$ cat src/rtl/pcie_msi_irq_ctrl_pkg.sv
// Shared types for the PCIe MSI interrupt controller: FSM states, vector limit
// and the MMEnable-to-vector-count decode.
package pcie_msi_pkg;

    typedef enum logic [1:0] {
        IDLE  = 2'd0,
        ISSUE = 2'd1,
        WAIT  = 2'd2
    } msi_state_e;

    localparam int MSI_MAX_VEC = 32;

    // MMEnable encodes log2 of the granted vector count; codes above 5 still mean 32.
    function automatic logic [5:0] msi_alloc(input logic [2:0] mmenable3);
        if (mmenable3 >= 3'd5) begin
            return 6'd32;
        end
        return 6'd1 << mmenable3;
    endfunction

endpackage

$ cat src/rtl/pcie_msi_irq_ctrl_arbiter.sv
// Round-robin picker: first set request bit at or after the pointer, wrapping.
// Purely combinational; the parent registers the grant.
module pcie_msi_rr_arbiter
    import pcie_msi_pkg::*;
(
    input  logic [MSI_MAX_VEC-1:0] req,
    input  logic [4:0]             ptr,
    output logic [4:0]             grant,
    output logic                   valid
);

    logic [4:0] idx;

    always_comb begin
        grant = '0;
        valid = 1'b0;
        idx   = '0;
        for (int i = 0; i < MSI_MAX_VEC; i++) begin
            idx = ptr + 5'(i);
            if (!valid && req[idx]) begin
                grant = idx;
                valid = 1'b1;
            end
        end
    end

endmodule

$ cat src/rtl/pcie_msi_irq_ctrl.sv
// MSI interrupt controller in front of the PCIe4 cfg_interrupt_msi_* port.
// Optional per-vector holdoff (coalescing) is built when MSI_COALESCE_EN is defined.
module pcie_msi_irq_ctrl
    import pcie_msi_pkg::*;
#(
    parameter int IRQ_COUNT     = 32,
    parameter int MSI_FUNC      = 0,
    parameter int RETRY_MAX     = 3,
    parameter int HOLDOFF_WIDTH = 16
) (
    input  logic                     clk,
    input  logic                     rst_n,
    input  logic [IRQ_COUNT-1:0]     irq_req,
    input  logic [HOLDOFF_WIDTH-1:0] holdoff_cycles,
    input  logic [3:0]               cfg_interrupt_msi_enable,
    input  logic [11:0]              cfg_interrupt_msi_mmenable,
    output logic [31:0]              cfg_interrupt_msi_int,
    input  logic                     cfg_interrupt_msi_sent,
    input  logic                     cfg_interrupt_msi_fail,
    output logic [31:0]              cfg_interrupt_msi_pending_status,
    output logic                     cfg_interrupt_msi_pending_status_data_enable,
    output logic [3:0]               cfg_interrupt_msi_pending_status_function_num,
    output logic [3:0]               cfg_interrupt_msi_select,
    output logic [3:0]               cfg_interrupt_msi_function_number,
    output logic [2:0]               cfg_interrupt_msi_attr,
    output logic                     cfg_interrupt_msi_tph_present,
    output logic [1:0]               cfg_interrupt_msi_tph_type,
    output logic [8:0]               cfg_interrupt_msi_tph_st_tag,
    output logic [15:0]              irq_drop_count,
    output msi_state_e               dbg_state
);

    msi_state_e             state_q, state_d;
    logic [4:0]             vec_q, vec_d;
    logic [4:0]             ptr_q, ptr_d;
    logic [3:0]             retry_q, retry_d;
    logic [15:0]            drop_q, drop_d;
    logic [MSI_MAX_VEC-1:0] pending_q, pending_d;
    logic                   data_en_q, data_en_d;

    logic [5:0]             alloc;
    logic [4:0]             vec_mask;
    logic [MSI_MAX_VEC-1:0] alloc_mask;
    logic [MSI_MAX_VEC-1:0] set_vec;
    logic [MSI_MAX_VEC-1:0] clr_vec;
    logic [MSI_MAX_VEC-1:0] hold_busy;
    logic [MSI_MAX_VEC-1:0] eligible;
    logic                   sent_evt;
    logic [4:0]             arb_grant;
    logic                   arb_valid;
    logic                   unused_cfg;

    assign alloc    = msi_alloc(cfg_interrupt_msi_mmenable[MSI_FUNC*3 +: 3]);
    assign vec_mask = 5'(alloc - 6'd1);
    assign unused_cfg = ^{cfg_interrupt_msi_enable, cfg_interrupt_msi_mmenable};

    // Sources fold onto the granted vectors; vectors outside the grant stay pending but unselectable.
    always_comb begin
        set_vec    = '0;
        alloc_mask = '0;
        for (int v = 0; v < MSI_MAX_VEC; v++) begin
            alloc_mask[v] = (6'(v) < alloc);
        end
        for (int i = 0; i < IRQ_COUNT; i++) begin
            if (irq_req[i]) begin
                set_vec[5'(i) & vec_mask] = 1'b1;
            end
        end
    end

    assign eligible = pending_q & alloc_mask & ~hold_busy;

    pcie_msi_rr_arbiter u_arb (
        .req   (eligible),
        .ptr   (ptr_q & vec_mask),
        .grant (arb_grant),
        .valid (arb_valid)
    );

    always_comb begin
        state_d  = state_q;
        vec_d    = vec_q;
        ptr_d    = ptr_q;
        retry_d  = retry_q;
        drop_d   = drop_q;
        clr_vec  = '0;
        sent_evt = 1'b0;
        case (state_q)
            IDLE: begin
                if (cfg_interrupt_msi_enable[MSI_FUNC] && arb_valid) begin
                    vec_d   = arb_grant;
                    state_d = ISSUE;
                end
            end
            ISSUE: state_d = WAIT;
            WAIT: begin
                // sent wins when the core reports both in the same cycle
                if (cfg_interrupt_msi_sent) begin
                    clr_vec[vec_q] = 1'b1;
                    retry_d        = '0;
                    ptr_d          = (vec_q + 5'd1) & vec_mask;
                    sent_evt       = 1'b1;
                    state_d        = IDLE;
                end else if (cfg_interrupt_msi_fail) begin
                    if (retry_q == 4'(RETRY_MAX - 1)) begin
                        clr_vec[vec_q] = 1'b1;
                        retry_d        = '0;
                        if (drop_q != 16'hFFFF) begin
                            drop_d = drop_q + 16'd1;
                        end
                    end else begin
                        retry_d = retry_q + 4'd1;
                    end
                    state_d = IDLE;
                end
            end
            default: state_d = IDLE;
        endcase
        pending_d = (pending_q & ~clr_vec) | set_vec;
        data_en_d = (pending_d != pending_q);
    end

    always_ff @(posedge clk or negedge rst_n) begin
        if (!rst_n) begin
            state_q   <= IDLE;
            vec_q     <= '0;
            ptr_q     <= '0;
            retry_q   <= '0;
            drop_q    <= '0;
            pending_q <= '0;
            data_en_q <= 1'b0;
        end else begin
            state_q   <= state_d;
            vec_q     <= vec_d;
            ptr_q     <= ptr_d;
            retry_q   <= retry_d;
            drop_q    <= drop_d;
            pending_q <= pending_d;
            data_en_q <= data_en_d;
        end
    end

`ifdef MSI_COALESCE_EN
    logic [HOLDOFF_WIDTH-1:0] hold_q [MSI_MAX_VEC];
    logic [HOLDOFF_WIDTH-1:0] hold_d [MSI_MAX_VEC];

    always_comb begin
        for (int v = 0; v < MSI_MAX_VEC; v++) begin
            hold_d[v]    = hold_q[v];
            hold_busy[v] = (hold_q[v] != '0);
            if (sent_evt && (vec_q == 5'(v))) begin
                hold_d[v] = holdoff_cycles;
            end else if (hold_q[v] != '0) begin
                hold_d[v] = hold_q[v] - 1'b1;
            end
        end
    end

    always_ff @(posedge clk or negedge rst_n) begin
        if (!rst_n) begin
            for (int v = 0; v < MSI_MAX_VEC; v++) begin
                hold_q[v] <= '0;
            end
        end else begin
            for (int v = 0; v < MSI_MAX_VEC; v++) begin
                hold_q[v] <= hold_d[v];
            end
        end
    end
`else
    logic unused_holdoff;
    assign unused_holdoff = ^{holdoff_cycles, sent_evt};
    assign hold_busy      = '0;
`endif

    assign cfg_interrupt_msi_int = (state_q == ISSUE) ? (32'd1 << vec_q) : 32'd0;
    assign cfg_interrupt_msi_pending_status              = pending_q;
    assign cfg_interrupt_msi_pending_status_data_enable  = data_en_q;
    assign cfg_interrupt_msi_pending_status_function_num = 4'(MSI_FUNC);
    assign cfg_interrupt_msi_select                      = 4'(MSI_FUNC);
    assign cfg_interrupt_msi_function_number             = 4'(MSI_FUNC);
    assign cfg_interrupt_msi_attr                        = '0;
    assign cfg_interrupt_msi_tph_present                 = 1'b0;
    assign cfg_interrupt_msi_tph_type                    = '0;
    assign cfg_interrupt_msi_tph_st_tag                  = '0;
    assign irq_drop_count                                = drop_q;
    assign dbg_state                                     = state_q;

endmodule

$ cat config.mk
export PLATFORM = sky130hd
export DESIGN_NAME = pcie_msi_irq_ctrl
export DESIGN_NICKNAME = d
export VERILOG_FILES = /design/src/rtl/pcie_msi_irq_ctrl_pkg.sv /design/src/rtl/pcie_msi_irq_ctrl_arbiter.sv /design/src/rtl/pcie_msi_irq_ctrl.sv
export SDC_FILE = /design/constraint.sdc
export NUM_CORES = 1
export LEC_CHECK = 0
export CORE_ASPECT_RATIO = 0.9
export CORE_MARGIN = 8
export CORE_UTILIZATION = 35
export DETAILED_ROUTE_END_ITERATION = 6
export GPL_TIMING_DRIVEN = 0
export PLACE_DENSITY = 0.59
export SYNTH_ARGS = -nofsm -noshare
export SYNTH_HDL_FRONTEND = slang
export SYNTH_SLANG_ARGS = --single-unit
$ cat constraint.sdc
create_clock -name clk -period 12.4 [get_ports clk]
set_input_delay 2.48 -clock clk [delete_from_list [all_inputs] [get_ports clk]]
set_output_delay 2.48 -clock clk [all_outputs]
set_load 0.01 [all_outputs]
==> results of run 1 <==
==> report_power, final <==
| group | internal [mW] | switching, mW | total [mW] |
|---|---|---|---|
| Clock | 0.159 | 0.110 | 0.269 |
| Combinational | 0.850 | 1.76 | 2.61 |
| Sequential | 0.238 | 0.0380 | 0.276 |
==> cell type report <==
| type | count | area, um^2 | area share |
|---|---|---|---|
| multi-input cells | 1275 | 8470 | 0.655 |
| clock buffers | 9 | 225 | 0.0174 |
| well taps | 409 | 512 | 0.0396 |
| repair buffers | 120 | 1220 | 0.0941 |
| diodes | 2 | 5.00 | 0.000387 |
| flip-flops and latches | 65 | 1630 | 0.126 |
| plain buffers | 113 | 606 | 0.0468 |
| clock inverters | 7 | 81.3 | 0.00629 |
| inverters | 48 | 185 | 0.0143 |
==> worst paths after layout <==
| path | end | slack [ns] | cells past startpoint |
|---|---|---|---|
| worst max-delay path | vec_q[0] | 0.56 | 25 |
| worst min-delay path | irq_drop_count[14] | 0.50 | 1 |
| worst max register to register | vec_q[0] | 4.29 | 19 |
| worst min register to register | irq_drop_count[14] | 0.50 | 1 |
| max in group asynchronous | irq_drop_count[9] | 9.89 | 2 |
| min in group asynchronous | ptr_q[2] | 1.97 | 1 |
==> synth_stat cells (all sizes together) (14+ instances only) <==
cell,count
nand2,174
nor2,138
o21ai,116
a21oi,89
buf,72
dfrtp,65
nand3,60
inv,46
xnor2,44
clkbuf,41
nor3,40
mux2i,35
mux2,31
ha,27
nand4,27
xor2,25
a31oi,23
o211ai,23
o22ai,23
a211oi,22
nor2b,22
and2,20
mux4,20
nor4,20
nand2b,19
a221oi,17
o31ai,17
o221ai,14
or2,14
==> stage by stage <==
step                hold WS [ns]  cells   util  power (mW)
floorplan                  0.455   1501      -        1.97
global placement           0.483   2029  0.411        2.77
detailed placement         0.483   2030  0.412        2.77
CTS                        0.498   2046  0.422        3.05
global route               0.521   2047  0.422        3.32
finish                     0.498   2048  0.422        3.15
==> flip-flops by register name, indices dropped and copies added (netlist names) <==
name	flops
dbg_state	2
cfg_interrupt_msi_pending_status_data_enable	1
ptr_q	5
irq_drop_count	16
vec_q	5
retry_q	4
cfg_interrupt_msi_pending_status	32
==> kinds of logic (layout without fill, tap and decap cells) <==
family,Yosys count,after routing,synth area share
buffers and inverters,161,297,0.0733
adders and majority gates,27,27,0.0313
and+or+nand+nor,583,583,0.269
xor gates and xnor gates,69,69,0.0616
muxes,86,86,0.108
DFF,65,65,0.151
other,1,29,0.000347
AOI/OAI and AO/OA,483,483,0.306
==> metal layers <==
metal  GRT usage  vias up
met5           0        -
met4      0.0768        2
met3      0.0606      108
met2       0.422      860
met1       0.404     6411
li1            -     5822
==> flow_summary_export.csv, run 1 <==
group,metric,value,unit
setup_path,startpoint_type,"input pin",
synth,syn_area_per_cell,7.32,um^2
routing,drt_drc_violations_left,0,
global_routing,grt_start_max_net_pins,60,
setup_path,crit_buf_inv,9,
cts,worstSkewPairLatency,0.34,ns
global_routing,grtUsageTotal,0.283,
sta,fmax,84.5,MHz
setup_path,kind_of_cell_adding_the_most_delay_to_the_critical_path,"buffers and inverters",
routing,routed-via-count,13200,
setup_path,cp_data_arrival_time,12.07,ns
routing,detail_route.iter0.violations,1785,
sta,layout_worst_path_cycle_share,0.955,
cts,cts_buffers,9,
synth,yosys-top-cells-area,"sky130_fd_sc_hd__dfrtp_1, sky130_fd_sc_hd__nand2_1, sky130_fd_sc_hd__o21ai_0",
synth,netlist-cell-type-count,103,
sta,maxSlewViolCount,0,
setup_path,timing.critical_path.mode_cell,"sky130_fd_sc_hd__clkbuf_1",
finish,final_common_cell,"sky130_fd_sc_hd__nand2_1",
power_and_ir_drop,vdd.ir_drop.worst,0.101,mV
setup_path,worstSetupEndpointType,"flip-flop",
routing,detail_route.vias_per_cell,6.45,
synth,async_flop_share,1.00,
finish,layout-area-overhead-vs-synth,19.8,%
cts,cts_resized,0,
routing,routed.top_layer,"met5",
synth,yosysSeqAreaShare,0.151,
global_routing,grt_antenna_before_repair,3,
setup_path,path_max_fanout,14,
floorplanning,core,30600,um^2
sta,slew_headroom,0.0728,
sta,skew,0.00723,ns
global_routing,grt_overflow,0,
cts,clkTransAtPathRegs,0.07,ns
finish,nets_finish,1727,
setup_path,timing.setup.critical_path_class,"input pin to flip-flop",
cts,cts.path.max_buffers,2,
setup_path,crit_slowest_cell,"sky130_fd_sc_hd__a311oi_1",
routing,wl_met3,6.06,mm
place,dp_worst_setup_slack,0.514,ns
synth,synthesis.instances,1475,
finish,drive_gt1_frac,0.110,
sta,setup_violations,0,
floorplanning,count_of_boundary_i_o_pins,178,
place,dpl_wire_length,42.9,mm
synth,synth_ff_type,"sky130_fd_sc_hd__dfrtp_1",
sta,final.setup.worst_slack,0.562,ns
synth,synth_seq_cells,65,
synth,synth_top_area_cell,"sky130_fd_sc_hd__dfrtp_1",
cts,count_of_clock_tree_sinks,65,
routing,met1Wirelength,23.5,mm
sta,rsz0062_at_grt,"false",
cts,tritoncts,"yes",
floorplanning,std_cell_rows,61,
setup_path,worst_r2r_startpoint,"ptr_q[1]",
setup_path,critical_path_origin,"cfg_interrupt_msi_mmenable[0]",
power_and_ir_drop,power.leakage,4.92,nW
routing,firstDrtPassIters,6,
finish,layout_fillers,3197,
cts,htreeDepth,3,
cts,post_cts_buffers,0,
sta,tightestPinTransition,1.38,ns
setup_path,cp.required,12.63,ns
routing,totalWireLength,54.1,mm
finish,final_area,12900,um^2
synth,synth_edf_count,0,
place,instance_area_at_placement,12600,um^2
floorplanning,die_area,36700,um^2
global_routing,first_global_vias,12100,
routing,detailroute.wirelength.met2,23.0,mm
floorplanning,die_height,183,um
place,globalplace.congestion,1.01,
cts,ctsHoldBuffers,0,
global_routing,global_route_wire_length_before_repair,80.8,mm
sta,totalNegativeSetupSlack,0,ns
routing,post_drt_wl_per_cell,26.4,um
hold_path,hold_path.startpoint,"irq_drop_count[14]",
synth,synth.yosys.warnings,0,
sta,finalWorstPathRequiredPeriod,11.84,ns
outcome,status,"complete, no violations",
cts,clk_root_buffer_cell,"sky130_fd_sc_hd__clkbuf_16",
floorplanning,initial_core_util,0.353,
flow_run,max_cap_violations,0,
synth,netlist_area,10800,um^2
routing,antenna_left,0,
floorplanning,die-width,201,um
place,placement.io_buffers,119,
synth,portion_of_synthesized_cell_area_occupied_by_the_leading_cell_type,0.151,
setup_path,cp_slowest_stage_delay,1.00,ns
sta,hold_viol_final,0,
hold_path,min-delay-path-class,"flip-flop to flip-flop",
finish,top_library_cells_by_usage_in_the_layout_fill_and_taps_aside,"sky130_fd_sc_hd__nand2_1, sky130_fd_sc_hd__nor2_1, sky130_fd_sc_hd__clkdlybuf4s50_1",
power_and_ir_drop,total_power_density_per_cell_area,244,nW/um^2
Note: power is estimated with default switching activity, not from simulation.
==> run 2, diff against run 1 <==
--- a/config.mk
+++ b/config.mk
@@ -11,6 +11,7 @@
 export DETAILED_ROUTE_END_ITERATION = 6
 export GPL_TIMING_DRIVEN = 0
 export PLACE_DENSITY = 0.59
+export REMOVE_ABC_BUFFERS = 1
 export SYNTH_ARGS = -nofsm -noshare
 export SYNTH_HDL_FRONTEND = slang
 export SYNTH_SLANG_ARGS = --single-unit
==> run 2 against run 1 <==
- maximum frequency decreased by 1.0%
- clock power about the same
- first-iteration DRC count increased by 13%
- largest cell class unchanged
- largest power group unchanged
==> flow_summary_export.csv, run 2 (synthesis results as in run 1) <==
group,metric,value,unit
cts,htreeDepth,3,
sta,slew_headroom,0.0868,
place,instance_area_at_placement,12100,um^2
global_routing,grt_start_max_net_pins,66,
routing,detailroute.wirelength.met2,21.4,mm
floorplanning,core,30600,um^2
finish,layout-area-overhead-vs-synth,15.3,%
routing,detail_route.vias_per_cell,6.56,
setup_path,crit_buf_inv,3,
outcome,status,"complete, no violations",
finish,final_area,12400,um^2
global_routing,grtUsageTotal,0.252,
floorplanning,count_of_boundary_i_o_pins,178,
sta,hold_viol_final,0,
power_and_ir_drop,p_int,1.23,mW
setup_path,crit_path_cell_trace,"clkdlybuf4s50_1 -> or3_1 -> ha_2 -> nand2b_2 -> buf_12 -> clkinvlp_4 -> ha_1 -> xnor2_2 -> mux2i_1 -> nor3_1 -> a211o_1 -> nor3_2 -> nand4_1 -> nor2_1 -> a22o_1 -> a21oi_1 -> a2111oi_0 -> nor2_1",
cts,cts_buffers,9,
global_routing,global_route_wire_length_before_repair,73.3,mm
sta,layout_worst_path_cycle_share,0.964,
power_and_ir_drop,combPwrFrac,0.813,
finish,nets_finish,1622,
floorplanning,std_cell_rows,61,
cts,count_of_clock_tree_sinks,65,
routing,totalWireLength,49.3,mm
finish,num_antenna_cells,0,
sta,tightestPinTransition,1.34,ns
power_and_ir_drop,power.share.switching,0.598,
setup_path,cp_data_arrival_time,12.15,ns
setup_path,crit_slowest_cell,"sky130_fd_sc_hd__clkdlybuf4s50_1",
finish,drive_gt1_frac,0.0849,
hold_path,hold_path.startpoint,"irq_drop_count[10]",
power_and_ir_drop,finalPower,3.05,mW
power_and_ir_drop,p_switching,1.82,mW
routing,met1Wirelength,21.5,mm
setup_path,startpoint_type,"input pin",
routing,firstDrtPassIters,6,
setup_path,worstSetupEndpointType,"flip-flop",
power_and_ir_drop,vdd.ir_drop.worst,0.0918,mV
finish,final_util,0.407,
routing,detail_route.iter0.violations,2015,
global_routing,grt_overflow,0,
setup_path,timing.critical_path.mode_cell,"sky130_fd_sc_hd__nor2_1",
sta,finalWorstPathRequiredPeriod,11.96,ns
sta,fmax,83.6,MHz
hold_path,hold-path-endpoint,"irq_drop_count[10]",
global_routing,grt_antenna_before_repair,0,
setup_path,timing.setup.critical_path_class,"input pin to flip-flop",
setup_path,cp.required,12.59,ns
hold_path,hold_depth,1,
setup_path,r2r_setup_slack,4.92,ns
setup_path,worst_r2r_startpoint,"ptr_q[3]",
cts,clkTransAtPathRegs,0.06,ns
floorplanning,die_height,183,um
place,dpl_wire_length,37.5,mm
setup_path,worstRegToRegCells,16,
setup_path,path_max_fanout,35,
finish,top_library_cells_by_usage_in_the_layout_fill_and_taps_aside,"sky130_fd_sc_hd__nand2_1, sky130_fd_sc_hd__nor2_1, sky130_fd_sc_hd__clkdlybuf4s50_1",
sta,setup_violations,0,
finish,final_common_cell,"sky130_fd_sc_hd__nand2_1",
cts,clk_root_buffer_cell,"sky130_fd_sc_hd__clkbuf_16",
setup_path,critical_path.reg2reg.endpoint,"vec_q[1]",
routing,routed-via-count,12700,
hold_path,min-delay-path-class,"flip-flop to flip-flop",
place,placement.io_buffers,122,
sta,skew,0.00695,ns
cts,cts.path.max_buffers,2,
floorplanning,die_area,36700,um^2
setup_path,cp_slowest_stage_delay,1.11,ns
routing,wl_met3,5.03,mm
finish,largest_reg_flops,32,
power_and_ir_drop,sequential_group_share_of_total_power,0.099,
cts,tritoncts,"yes",
sta,rsz0062_at_grt,"false",
place,globalplace.congestion,0.990,
setup_path,kind_of_cell_adding_the_most_delay_to_the_critical_path,"simple AND/OR/NAND/NOR gates",
global_routing,first_global_vias,11400,
cts,worstSkewPairLatency,0.34,ns
routing,antenna_left,0,
routing,post_drt_wl_per_cell,25.4,um
sta,maxSlewViolCount,0,
floorplanning,die-width,201,um
routing,routed.top_layer,"met4",
floorplanning,initial_core_util,0.353,
routing,drt_drc_violations_left,0,
flow_run,max_cap_violations,0,
power_and_ir_drop,clock_power_share,0.088,
power_and_ir_drop,power.leakage,4.61,nW
sta,totalNegativeSetupSlack,0,ns
power_and_ir_drop,total_power_density_per_cell_area,245,nW/um^2
run 2: changes by cell type in the layout (fill, tap and decap cells not counted), moves of 2 or more:
| cell | delta |
|---|---|
| sky130_fd_sc_hd__buf_2 | -22 |
| sky130_fd_sc_hd__buf_12 | +2 |
| sky130_fd_sc_hd__buf_8 | +2 |
| sky130_fd_sc_hd__buf_1 | -9 |
| sky130_fd_sc_hd__inv_6 | -2 |
| sky130_fd_sc_hd__clkbuf_1 | -40 |
| sky130_fd_sc_hd__diode_2 | -2 |
| sky130_fd_sc_hd__clkbuf_8 | +2 |
| sky130_fd_sc_hd__buf_4 | -38 |
run 2: final cells by class:
type / instances / area, um^2
fill: 3156 / 18200
tap: 409 / 512
clock inverter: 5 / 61.3
sequential: 65 / 1630
inverter: 48 / 189
timing repair buffer: 127 / 1290
multi-input combinational: 1276 / 8510
clock buffer: 11 / 253
run 2: metrics by stage:
| step | hold WS [ns] | std cells | worst slack [ns] |
|---|---|---|---|
| floorplan | 0.455 | 1388 | 2.17 |
| global placement | 0.480 | 1919 | -3.91 |
| detailed placement | 0.486 | 1924 | -0.424 |
| CTS | 0.497 | 1940 | 0.379 |
| global route | 0.512 | 1941 | 0.112 |
| finish | 0.491 | 1941 | 0.442 |
run 2: routing by layer:
layer	GRT usage	vias up
li1	-	5613
met1	0.361	6191
met2	0.390	830
met3	0.0395	96
met4	0.0574	0
met5	0	-
run 2: how the worst max path moves through the flow:
stage	slack, ns	endpoint	from	cells after the start
5_1_grt	0.11	vec_q[2]	cfg_interrupt_msi_mmenable[0]	21
3_5_place_dp	-0.42	vec_q[2]	cfg_interrupt_msi_mmenable[1]	20
4_1_cts	0.38	vec_q[2]	cfg_interrupt_msi_mmenable[1]	20
3_3_place_gp	-3.91	vec_q[2]	cfg_interrupt_msi_mmenable[2]	19
6_report	0.44	vec_q[2]	cfg_interrupt_msi_mmenable[0]	18
2_1_floorplan	2.17	vec_q[2]	cfg_interrupt_msi_mmenable[2]	18
run 2: power groups by stage:
stage / Sequential (mW) / Combinational, mW / Clock, mW
floorplan: 0.289 / 1.62 / 0
global placement: 0.302 / 2.36 / 0
detailed placement: 0.304 / 2.37 / 0
CTS: 0.301 / 2.38 / 0.271
global route: 0.310 / 2.61 / 0.281
finish: 0.303 / 2.48 / 0.268
run 2: repair_timing:
item / 4_1_cts / 5_1_grt
cloned: 0 / 1
hold endpoints to repair: 0 / 0
hold buffers: 0 / 0
endpoints found under the setup margin: 1 / 2
resized for setup: 1 / 2
setup buffers: 0 / 0
==> run 3, diff against run 2 <==
--- a/config.mk
+++ b/config.mk
@@ -7,11 +7,12 @@
 export LEC_CHECK = 0
 export CORE_ASPECT_RATIO = 0.9
 export CORE_MARGIN = 8
-export CORE_UTILIZATION = 35
+export CORE_UTILIZATION = 55
 export DETAILED_ROUTE_END_ITERATION = 6
 export GPL_TIMING_DRIVEN = 0
-export PLACE_DENSITY = 0.59
+export PLACE_DENSITY = 0.85
 export REMOVE_ABC_BUFFERS = 1
+export SLEW_MARGIN = 25
 export SYNTH_ARGS = -nofsm -noshare
 export SYNTH_HDL_FRONTEND = slang
 export SYNTH_SLANG_ARGS = --single-unit
==> run 3 against run 2 <==
- hold slack improved by 0.015 ns
- sequential share of layout area increased by 0.11 points
- largest power group unchanged
- critical endpoint unchanged
- sequential power decreased by 5%
- the run now ends with DRC left
==> flow_summary_export.csv, run 3 (synthesis results as in run 1) <==
group,metric,value,unit
floorplanning,initial_core_util,0.562,
power_and_ir_drop,clock_power_share,0.095,
floorplanning,die_height,149,um
setup_path,worst_r2r_startpoint,"ptr_q[0]",
sta,rsz0062_at_grt,"false",
place,dpl_wire_length,36.5,mm
routing,drt_drc_violations_left,15,
setup_path,critical_path.reg2reg.endpoint,"vec_q[2]",
place,dp.cells,1768,
global_routing,first_global_vias,12000,
sta,layout_worst_path_cycle_share,0.871,
global_routing,grt_overflow,0,
setup_path,r2r_setup_slack,5.09,ns
hold_path,hold_path.startpoint,"irq_drop_count[10]",
hold_path,min-delay-path-class,"flip-flop to flip-flop",
global_routing,grt_start_max_net_pins,73,
routing,totalWireLength,47.7,mm
finish,nets_finish,1624,
setup_path,worstRegToRegCells,17,
sta,final.hold.worst_slack,0.506,ns
finish,layout-area-overhead-vs-synth,14.3,%
cts,htreeDepth,3,
setup_path,path_max_fanout,72,
power_and_ir_drop,vdd.ir_drop.worst,0.190,mV
global_routing,grtUsageTotal,0.378,
power_and_ir_drop,total_power_density_per_cell_area,254,nW/um^2
cts,cts_buffers,9,
power_and_ir_drop,finalPower,3.13,mW
sta,tightestPinTransition,1.14,ns
sta,totalNegativeSetupSlack,0,ns
sta,skew,0.00649,ns
routing,routed-via-count,13000,
finish,top_library_cells_by_usage_in_the_layout_fill_and_taps_aside,"sky130_fd_sc_hd__nand2_1, sky130_fd_sc_hd__nor2_1, sky130_fd_sc_hd__clkdlybuf4s50_1",
sta,finalWorstPathRequiredPeriod,10.80,ns
cts,tritoncts,"yes",
hold_path,hold-path-endpoint,"irq_drop_count[10]",
floorplanning,core,19200,um^2
floorplanning,std_cell_rows,48,
outcome,failed_checks,"DRC",
routing,detail_route.iter0.violations,2320,
cts,post_cts_buffers,0,
cts,count_of_clock_tree_sinks,65,
sta,fmax,92.6,MHz
setup_path,startpoint_type,"input pin",
global_routing,grt_antenna_before_repair,0,
power_and_ir_drop,combPwrFrac,0.813,
cts,cts_resized,0,
place,globalplace.congestion,1.06,
global_routing,global_route_wire_length_before_repair,71.9,mm
cts,cts.path.max_buffers,2,
power_and_ir_drop,sequential_group_share_of_total_power,0.091,
cts,worstSkewPairLatency,0.33,ns
floorplanning,die-width,164,um
finish,num_antenna_cells,0,
setup_path,worstSetupEndpointType,"flip-flop",
floorplanning,count_of_boundary_i_o_pins,178,
finish,final_util,0.642,
setup_path,timing.setup.critical_path_class,"input pin to flip-flop",
sta,slew_headroom,0.238,
finish,drive_gt1_frac,0.0900,
power_and_ir_drop,power.leakage,4.66,nW
place,placement.io_buffers,122,
routing,firstDrtPassIters,7,
sta,maxSlewViolCount,0,
power_and_ir_drop,p_switching,1.87,mW
cts,clkTransAtPathRegs,0.06,ns
routing,post_drt_wl_per_cell,26.7,um
setup_path,cp.required,12.61,ns
cts,clk_root_buffer_cell,"sky130_fd_sc_hd__clkbuf_16",
finish,post_layout_nonfiller_instances,1784,
finish,final_common_cell,"sky130_fd_sc_hd__nand2_1",
floorplanning,die_area,24400,um^2
routing,antenna_left,0,
setup_path,cp_data_arrival_time,11.01,ns
sta,hold_viol_final,0,
hold_path,hold_depth,1,
cts,ctsHoldBuffers,0,
routing,detail_route.vias_per_cell,7.28,
flow_run,max_cap_violations,0,
sta,setup_violations,0,
power_and_ir_drop,p_int,1.27,mW
finish,largest_reg_flops,32,
outcome,status,"finished with violations",
power_and_ir_drop,power.share.switching,0.596,
==> run 3: changes by cell type in the layout (fill, tap and decap cells not counted), sizes merged <==
cell,change
buf,+4
bufinv,+2
clkbuf,-1
clkdlybuf4s50,-1
clkinv,-1
mux2i,-1
==> run 3: routing by layer <==
layer / track usage / up-vias / share of wire
met2: 0.530 / 1153 / 0.40
met5: 0 / - / 0
met3: 0.146 / 196 / 0.17
met1: 0.519 / 6026 / 0.39
met4: 0.125 / 0 / 0.039
li1: - / 5616 / -
==> run 3: how the worst max path moves through the flow <==
stage	start	end
after floorplan	cfg_interrupt_msi_mmenable[2]	vec_q[2]
after global routing	cfg_interrupt_msi_mmenable[2]	vec_q[2]
after CTS	cfg_interrupt_msi_mmenable[2]	vec_q[2]
final	cfg_interrupt_msi_mmenable[2]	vec_q[2]
after global placement	cfg_interrupt_msi_mmenable[2]	vec_q[2]
after detailed placement	cfg_interrupt_msi_mmenable[2]	vec_q[2]
==> run 3: metrics by stage <==
| stage | worst slack (ns) | cell area [um^2] |
|---|---|---|
| floorplan | 2.17 | 10300 |
| global placement | -3.54 | 11800 |
| detailed placement | 1.72 | 12000 |
| CTS | 2.07 | 12300 |
| global route | 1.37 | 12300 |
| finish | 1.60 | 12300 |
==> run 3: final cells by class <==
type                    instances  area (um^2)
flip-flops and latches         65         1630
fillers                      1694         6880
clock buffers                  10          229
repair buffers                130         1330
inverters                      48          185
well taps                     250          313
clock inverters                 6          115
multi-input cells            1275         8530
==> run 3: critical path: stages <==
cell and delay, ns:
sky130_fd_sc_hd__buf_4 0.58, sky130_fd_sc_hd__or3_1 0.51, sky130_fd_sc_hd__ha_2 0.54, sky130_fd_sc_hd__nand2b_2 0.44
sky130_fd_sc_hd__buf_12 0.26, sky130_fd_sc_hd__ha_1 1.00, sky130_fd_sc_hd__inv_1 0.56, sky130_fd_sc_hd__a221oi_1 0.51
sky130_fd_sc_hd__nor2_1 0.13, sky130_fd_sc_hd__mux4_2 0.54, sky130_fd_sc_hd__nand2_1 0.15, sky130_fd_sc_hd__nand3_1 0.23
sky130_fd_sc_hd__nor3_2 0.60, sky130_fd_sc_hd__buf_4 0.30, sky130_fd_sc_hd__nand4_1 0.46, sky130_fd_sc_hd__nor2_1 0.76
sky130_fd_sc_hd__a22o_1 0.25, sky130_fd_sc_hd__a21oi_1 0.06, sky130_fd_sc_hd__a2111oi_0 0.51, sky130_fd_sc_hd__nor2_1 0.08
==> run 3: power by group through the flow <==
stage          clock network [mW]  registers (mW)  logic [mW]
3_5_place_dp                    0           0.288        2.39
4_1_cts                     0.297           0.284        2.40
6_report                    0.298           0.287        2.55
3_3_place_gp                    0           0.302        2.34
5_1_grt                     0.306           0.291        2.66
2_1_floorplan                   0           0.289        1.62
